File: src/rtl/rast_perf_monitor.sv
`default_nettype none
// +--------------------------------------------------------------------------+
// | Module   : rast_perf_monitor                                             |
// | Brief    : passive saturating cycle/triangle/sample/hit counters that    |
// |            observe the rasterizer sample-test and hit stages             |
// | Revision : 1.0  initial release                                          |
// +--------------------------------------------------------------------------+

module rast_perf_monitor #(
  parameter int SIGFIG     = 24,
  parameter int RADIX      = 10,
  parameter int VERTS      = 3,
  parameter int AXIS       = 3,
  parameter int COLORS     = 3,
  parameter int PIPE_DEPTH = 4,
  parameter int CNT_W      = 32
) (
  input  logic                          clk,
  input  logic                          rst,
  input  logic [VERTS*AXIS*SIGFIG-1:0]  tri_R16S,
  input  logic [COLORS*SIGFIG-1:0]      color_R16U,
  input  logic                          validSamp_R16H,
  input  logic [2*SIGFIG-1:0]           sample_R16S,
  input  logic [AXIS*SIGFIG-1:0]        hit_R18S,
  input  logic [COLORS*SIGFIG-1:0]      color_R18U,
  input  logic                          hit_valid_R18H,
  output logic [CNT_W-1:0]              cycle_count,
  output logic [CNT_W-1:0]              triangle_count,
  output logic [CNT_W-1:0]              sample_count,
  output logic [CNT_W-1:0]              sample_hit_count
);

  localparam int               c_tri_w   = VERTS*AXIS*SIGFIG + COLORS*SIGFIG;
  localparam logic [CNT_W-1:0] c_cnt_max = '1;
  localparam logic [CNT_W-1:0] c_cnt_one = {{(CNT_W-1){1'b0}}, 1'b1};

  logic [CNT_W-1:0]   r_cycle_cnt;
  logic [CNT_W-1:0]   r_tri_cnt;
  logic [CNT_W-1:0]   r_samp_cnt;
  logic [CNT_W-1:0]   r_hit_cnt;
  logic [c_tri_w-1:0] r_last_tri;
  logic               r_have_tri;

  logic [c_tri_w-1:0] w_cur_tri;
  logic               w_samp_v;
  logic               w_hit_v;
  logic               w_new_tri;
  logic               w_unused;

  function automatic logic [CNT_W-1:0] sat_inc(input logic [CNT_W-1:0] v);
    return (v == c_cnt_max) ? v : v + c_cnt_one;
  endfunction

  // Case equality keeps an X/Z valid from ever being counted in simulation.
  assign w_samp_v  = (validSamp_R16H === 1'b1);
  assign w_hit_v   = (hit_valid_R18H === 1'b1);
  assign w_cur_tri = {tri_R16S, color_R16U};
  assign w_new_tri = w_samp_v && (!r_have_tri || (w_cur_tri != r_last_tri));

  assign w_unused = ^{sample_R16S, hit_R18S, color_R18U, 32'(RADIX), 32'(PIPE_DEPTH)};

  always_ff @(posedge clk or negedge rst) begin
    if (!rst) begin
      r_cycle_cnt <= '0;
      r_tri_cnt   <= '0;
      r_samp_cnt  <= '0;
      r_hit_cnt   <= '0;
      r_last_tri  <= '0;
      r_have_tri  <= 1'b0;
    end else begin
      r_cycle_cnt <= sat_inc(r_cycle_cnt);
      if (w_samp_v) begin
        r_samp_cnt <= sat_inc(r_samp_cnt);
        r_last_tri <= w_cur_tri;
        r_have_tri <= 1'b1;
      end
      if (w_new_tri) begin
        r_tri_cnt <= sat_inc(r_tri_cnt);
      end
      if (w_hit_v) begin
        r_hit_cnt <= sat_inc(r_hit_cnt);
      end
    end
  end

  assign cycle_count      = r_cycle_cnt;
  assign triangle_count   = r_tri_cnt;
  assign sample_count     = r_samp_cnt;
  assign sample_hit_count = r_hit_cnt;

endmodule

`default_nettype wire

File: config.mk
export PLATFORM = sky130hd
export DESIGN_NAME = rast_perf_monitor
export DESIGN_NICKNAME = d
export VERILOG_FILES = /design/src/rtl/rast_perf_monitor.sv
export SDC_FILE = /design/constraint.sdc
export NUM_CORES = 1
export LEC_CHECK = 0
export CAP_MARGIN = 20
export CORE_AREA = 2 2 241 243
export DETAILED_ROUTE_END_ITERATION = 16
export DIE_AREA = 0 0 243 245
export PLACE_DENSITY = 0.61
export SLEW_MARGIN = 30
export SYNTH_ARGS = -nofsm -noshare
export SYNTH_HDL_FRONTEND = slang
export SYNTH_SLANG_ARGS = --single-unit
File: constraint.sdc
create_clock -name clk -period 4.2 [get_ports clk]
set_input_delay 1.26 -clock clk [delete_from_list [all_inputs] [get_ports clk]]
set_output_delay 1.26 -clock clk [all_outputs]
set_load 0.03 [all_outputs]
==> metrics.txt, run 1 <==
fraction of layout cells with a size suffix above 1=0.190; sequential group share of total power=0.418; Core ar.=0.0570 mm2; reported net switching power=2930 uW; max frequency=246 MHz; endpoints failing setup=0; WP data arrival=4520 ps; final core utilization=0.479; post-synthesis cell count=1688; routability cong.=0.877; Comb pwr share=0.170; critical path's top delay family=simple AND/OR/NAND/NOR gates; Cell Count, Final, Fillers Out=3012; vias in the first global route=15.3k; Reg area=0.0104 mm2; synth warn=0; clock insertion delay at the later pin of the skew report=580 ps; Max Cap Viol=0; antenna violations before repair=33; Slew HR=0.483; Hold Crit Class=reg2reg; crit end category=register; Async SR Flop Fraction=1.00; Setup CP Type=in2reg; Worst path slowest cell=or4_4; Avg WL per Cell=19.1 um; Layout area overhead=38.5%; Worst EP required=4650 ps; Root Buffer=clkbuf_16; Initial Util=0.346; status=complete, no violations; top post-synthesis cells by count=417 x dfrtp_1, 228 x mux2_2, 195 x xnor2_1; Pre-antenna DRT Iters=5; Post-CTS Setup Bufs=0; Filler Cell Count=5280; WL final=57400 um; PD cells=410 mW/mm2; sequential share of the synthesized area=0.529; Detailed Route Iter0 Violations=799; Final Slew Violations=0; final total power=11200 uW; Synth area leader=dfrtp_1; placed cell count=2912; top post-synthesis cells by area=dfrtp_1 53%, mux2_2 13%, xnor2_1 8.7%; Port-buffer cells=419; vias per cell=4.87; height of the die=245 um; Synth cell types=44; switch share=0.261; CP max FO=11; design area=0.0273 mm2; dpl cell area=0.0254 mm2; Synth top area share=0.529; CP Launch Type=input port; Final Critical Period=4070 ps; GR Util All Layers=0.193; # DRC=0; RSZ-0062 raised after global routing=no; largest net degree at the start of global routing=119; syn_nets=2176; mapped cell area=0.0197 mm2; grt ovf=0; global-route wire length before repair=88800 um; I/O pins=612; CTS tree=done; largest stage delay on the critical path=570 ps; actual slew at the worst max-slew pin=775 ps; Post-synth EDFFs=0; vias=14.7k; final net count=2687; syn avg cell area=11.7 um2; # clock sinks=417; Die Wd=243 um; Max clock buf depth=3; count leader, synth=dfrtp_1; Max VDD drop=0.000333 V; most common flop cell mapped by yosys=dfrtp_1; crit path cell chain=clkdlybuf4s50_1, inv_1, a2111o_1, nor4_2, buf_4, nand4_1, or4b_1, or4_4, and3_4, buf_12, mux2_2; clock skew=14.9 ps; H-tree Lvls=2; Int Pwr=8280 uW; Hold Fails Final Rpt=0; Post-DP HPWL=44100 um; setup_tns=0 ps; Post-DRT Antenna Nets=0; leakage power figure=0.0114 uW; CTS buffer count=50; Worst Path Buf+Inv=4; Final period util=0.970; clock share of power=0.412; Yosys reg bits=417; CTS clock-pin slew for the worst setup and hold paths=60 ps; Die Footprint=0.0595 mm2; Multi-input gate area=0.00877 mm2; num rows=88
==> final timing paths <==
path / startpoint / to / slack (ps) / cells after the start
max: tri_R16S[1] / triangle_count[1]$_DFFE_PN0P_ / 130 / 11
min: r_have_tri$_DFFE_PN0P_ / r_have_tri$_DFFE_PN0P_ / 470 / 1
max reg2reg: r_last_tri[62]$_DFFE_PN0P_ / triangle_count[1]$_DFFE_PN0P_ / 880 / 10
min reg2reg: r_have_tri$_DFFE_PN0P_ / r_have_tri$_DFFE_PN0P_ / 470 / 1
max in group asynchronous: rst / cycle_count[31]$_DFFE_PN0P_ / 2580 / 2
min in group asynchronous: rst / r_last_tri[147]$_DFFE_PN0P_ / 720 / 1
==> power groups by stage <==
stage	clock network, uW	registers (uW)	logic [uW]
global route	4930	4730	2080
global placement	0	4720	1880
floorplan	0	4870	838
CTS	4760	4680	1930
detailed placement	0	4750	1910
finish	4620	4680	1900
==> metrics by stage <==
step / hold WS, ps / setup slack [ps]
2_1_floorplan: 440 / 306
3_3_place_gp: 453 / -700
3_5_place_dp: 459 / -718
4_1_cts: 474 / 15.7
5_1_grt: 499 / 16.5
6_report: 474 / 128
==> worst register-to-register path: stages (launching register included) <==
cell and delay (ps):
dfrtp_1 390, xor2_1 170, nor4_2 310, buf_4 160
nand4_1 180, buf_4 210, or4_1 580, or4_4 580
and3_4 220, buf_12 140, mux2_2 270
==> layout make-up <==
cell class | instances | area share
Antenna cell | 6 | 0.000550
Tap cell | 765 | 0.0350
Clock buffer | 77 | 0.0577
Sequential cell | 417 | 0.382
Timing Repair Buffer | 512 | 0.183
Inverter | 92 | 0.0126
Multi-Input combinational cell | 1126 | 0.321
Clock inverter | 17 | 0.00838
==> sequential cells by signal, indices dropped and copies added, names as in the netlist <==
name              count
r_last_tri          288
cycle_count          32
sample_count         32
sample_hit_count     32
triangle_count       32
r_have_tri            1
==> cells in the final DEF (no fill, tap or decap), drive strengths merged, types with 15 or more instances in the layout <==
cell,Yosys,final
nor2,34,34
xnor2,195,195
nor4,41,41
nand2,112,112
nand2b,17,17
dfrtp,417,417
buf,14,95
nand3,50,50
o2bb2ai,15,15
o21ai,64,64
o22ai,30,30
xor2,118,118
nor2b,28,28
inv,92,93
clkbuf,39,77
mux2,228,228
and3,32,32
clkdlybuf4s50,0,416
nand4,72,72
==> kinds of logic (layout without fill, tap and decap cells) <==
logic type | count (synthesis) | in the layout | synth area share
AO/OA/AOI/OAI | 152 | 152 | 0.0523
XOR/XNOR | 313 | 313 | 0.139
adder cells (fa/ha/maj) | 4 | 4 | 0.00254
buffers and inverters | 145 | 698 | 0.0291
flip-flops | 417 | 417 | 0.529
multiplexers | 228 | 228 | 0.130
other | 0 | 6 | 0
AND/OR/NAND/NOR | 429 | 429 | 0.118
==> metal layers <==
metal,track usage,routed length (um),vias up
li1,-,-,6908
met1,0.240,23700,7165
met2,0.306,26200,418
met3,0.0851,5990,115
met4,0.0467,1220,50
met5,0,308,-
==> repair_timing <==
action	CTS	global route
hold buffers	0	0
endpoints found under the setup margin	22	28
pin swaps	0	3
resized for setup	5	9
No activity file was read; power rests on OpenSTA's default activity.
==> run 2: changes to the inputs <==
==> constraint.sdc (replaced) <==
create_clock -name clk -period 5.1 [get_ports clk]
set_input_delay 1.53 -clock clk [delete_from_list [all_inputs] [get_ports clk]]
set_output_delay 1.53 -clock clk [all_outputs]
set_load 0.03 [all_outputs]
==> metrics.txt, run 2 (synthesis results as in run 1) <==
reported net switching power=2390 uW (-18%); Layout area overhead=35.2%; # DRC=0 (unchanged); Int Pwr=6600 uW (-20%); sequential group share of total power=0.428 (+0.010); largest reg by FF count=r_last_tri; grt ovf=0 (unchanged); design area=0.0267 mm2 (-2.4%); Slew HR=0.430 (-0.0538); CTS tree=done; routability cong.=0.864 (-1.5%); crit end category=register; status=complete, no violations; fraction of layout cells with a size suffix above 1=0.157 (-0.0327); Max VDD drop=0.000261 V (-22%); Worst path slowest cell=or4_1; Multi-input gate area=0.00871 mm2 (-0.73%); Top Usage Layer GRT=met2; largest stage delay on the critical path=620 ps (+50 ps); crit path cell chain=clkdlybuf4s50_1, nor2b_1, a2111o_1, nor4_1, nand4_1, or4_1, or4_1, and3_1, buf_4, nand4_1, xnor2_1; most frequent cells in the layout=417 x dfrtp_1, 417 x clkdlybuf4s50_1, 228 x mux2_2; Max clock buf depth=3 (unchanged); leakage power figure=0.0110 uW (-3.5%); reg-to-reg slack, setup=1540 ps (+660 ps); Filler Cell Count=5289 (+0.17%); Final period util=0.895; actual slew at the worst max-slew pin=856 ps (+80.8 ps); capture point of the critical path=triangle_count[14]$_DFFE_PN0P_; endpoints failing setup=0 (unchanged); CTS buffer count=50 (unchanged); worst r2r src=r_last_tri[189]$_DFFE_PN0P_; Port-buffer cells=419 (unchanged); WL final=56900 um (-0.94%); vias=14.4k (-1.8%); dpl cell area=0.0249 mm2 (-1.9%); final net count=2623 (-2.4%); largest net degree at the start of global routing=207 (+74%); met3 Use GR=0.0915 (+0.00645); PD cells=337 mW/mm2 (-18%); Die Footprint=0.0595 mm2 (unchanged); Die Wd=243 um (unchanged); GR Util All Layers=0.189 (-0.00304); Hold Fails Final Rpt=0 (unchanged); antenna violations before repair=37 (+12%); Max Cap Viol=0 (unchanged); clock share of power=0.402 (-0.010); Final Critical Period=4560 ps; GR Util met2=0.293 (-0.0126); Post-DRT Antenna Nets=0 (unchanged); Root Buffer=clkbuf_16; Post-DP HPWL=43300 um (-1.7%); vias per cell=4.89 (+0.46%); Crit. Startpoint=tri_R16S[117]; height of the die=245 um (unchanged); Comb pwr share=0.170 (about the same); WP data arrival=5060 ps (+540 ps); I/O pins=612 (unchanged); final worst slack=537 ps (+410 ps); Avg WL per Cell=19.3 um (+1.3%); Largest register FFs=288 (unchanged); Pre-antenna DRT Iters=5 (unchanged); setup_tns=0 ps (unchanged); Detailed Route Iter0 Violations=802 (+0.38%); clock insertion delay at the later pin of the skew report=580 ps (about the same); Initial Util=0.346 (unchanged); RSZ-0062 raised after global routing=no; Setup CP Type=in2reg; CTS clock-pin slew for the worst setup and hold paths=60 ps (about the same); Worst EP required=5590 ps (+940 ps); met1 Use GR=0.236 (-0.00391); CP Launch Type=input port; Hold Crit Class=reg2reg; worst reg-to-reg path cell count=10 (unchanged); num rows=88 (unchanged); # clock sinks=417 (unchanged); Final Slew Violations=0 (unchanged); Post-CTS Setup Bufs=0 (unchanged); Hold Slack=479 ps (+5.75 ps); hold buffer count at cts=0 (unchanged); max frequency=219 MHz; global-route wire length before repair=86600 um (-2.5%); clock skew=13.0 ps (-1.89 ps); H-tree Lvls=2 (unchanged); vias in the first global route=14.7k (-4.0%); Core ar.=0.0570 mm2 (unchanged); switch share=0.265 (+0.00414); FF-to-FF End=triangle_count[14]$_DFFE_PN0P_; placed cell count=2847 (-2.2%); Reg area=0.0104 mm2 (unchanged); Cell Count, Final, Fillers Out=2944 (-2.3%); Placement Setup Slack=-175 ps (+543 ps); CP max FO=21 (+10); PostCTS Resize Cnt=0 (-5)
run 2: cell types whose count changed in the layout (fill, tap and decap cells not counted), sizes merged, moves of 2 or more:
cell	previous run	this run
buf	95	31
clkbuf	77	80
clkinv	8	4
bufinv	5	3
run 2: power groups by stage:
| stage | Sequential [uW] | Combinational [uW] | Clock, uW |
|---|---|---|---|
| 4_1_cts | 3850 | 1550 | 3720 |
| 5_1_grt | 3890 | 1670 | 3860 |
| 6_report | 3850 | 1530 | 3610 |
| 3_3_place_gp | 3890 | 1520 | 0 |
| 3_5_place_dp | 3910 | 1550 | 0 |
| 2_1_floorplan | 4010 | 690 | 0 |
run 2: final cells by class:
class,instances,area share
Timing Repair Buffer,448,0.170
Multi-Input combinational cell,1126,0.327
Tap cell,765,0.0359
Sequential cell,417,0.391
Clock inverter,10,0.00502
Antenna cell,6,0.000563
Clock buffer,80,0.0576
Inverter,92,0.0130
run 2: critical path: cells and delay by family:
| kind | cells | cell delay, ps |
|---|---|---|
| XOR/XNOR | 1 | 130 |
| buffers and inverters | 2 | 720 |
| AO/OA/AOI/OAI | 1 | 460 |
| AND/OR/NAND/NOR | 7 | 2200 |
run 2: how the worst min path moves through the flow:
stage,start,end,slack [ps],cells after the start
global route,r_have_tri$_DFFE_PN0P_,r_have_tri$_DFFE_PN0P_,490,1
floorplan,r_have_tri$_DFFE_PN0P_,r_have_tri$_DFFE_PN0P_,440,1
global placement,r_have_tri$_DFFE_PN0P_,r_have_tri$_DFFE_PN0P_,450,1
CTS,r_have_tri$_DFFE_PN0P_,r_have_tri$_DFFE_PN0P_,480,1
finish,r_have_tri$_DFFE_PN0P_,r_have_tri$_DFFE_PN0P_,480,1
detailed placement,r_have_tri$_DFFE_PN0P_,r_have_tri$_DFFE_PN0P_,470,1
run 2: per-stage QoR:
stage                     power [uW]   util
after floorplan                 4700      -
after global placement          5410  0.437
after detailed placement        5450  0.437
after CTS                       9130  0.467
after global routing            9420  0.467
final                           8990  0.467
run 2: routing by layer:
| layer | part of all wire | wire length [um] |
|---|---|---|
| met1 | 0.42 | 23700 |
| met5 | 0.0065 | 368 |
| met3 | 0.11 | 6160 |
| met4 | 0.024 | 1380 |
| met2 | 0.44 | 25200 |
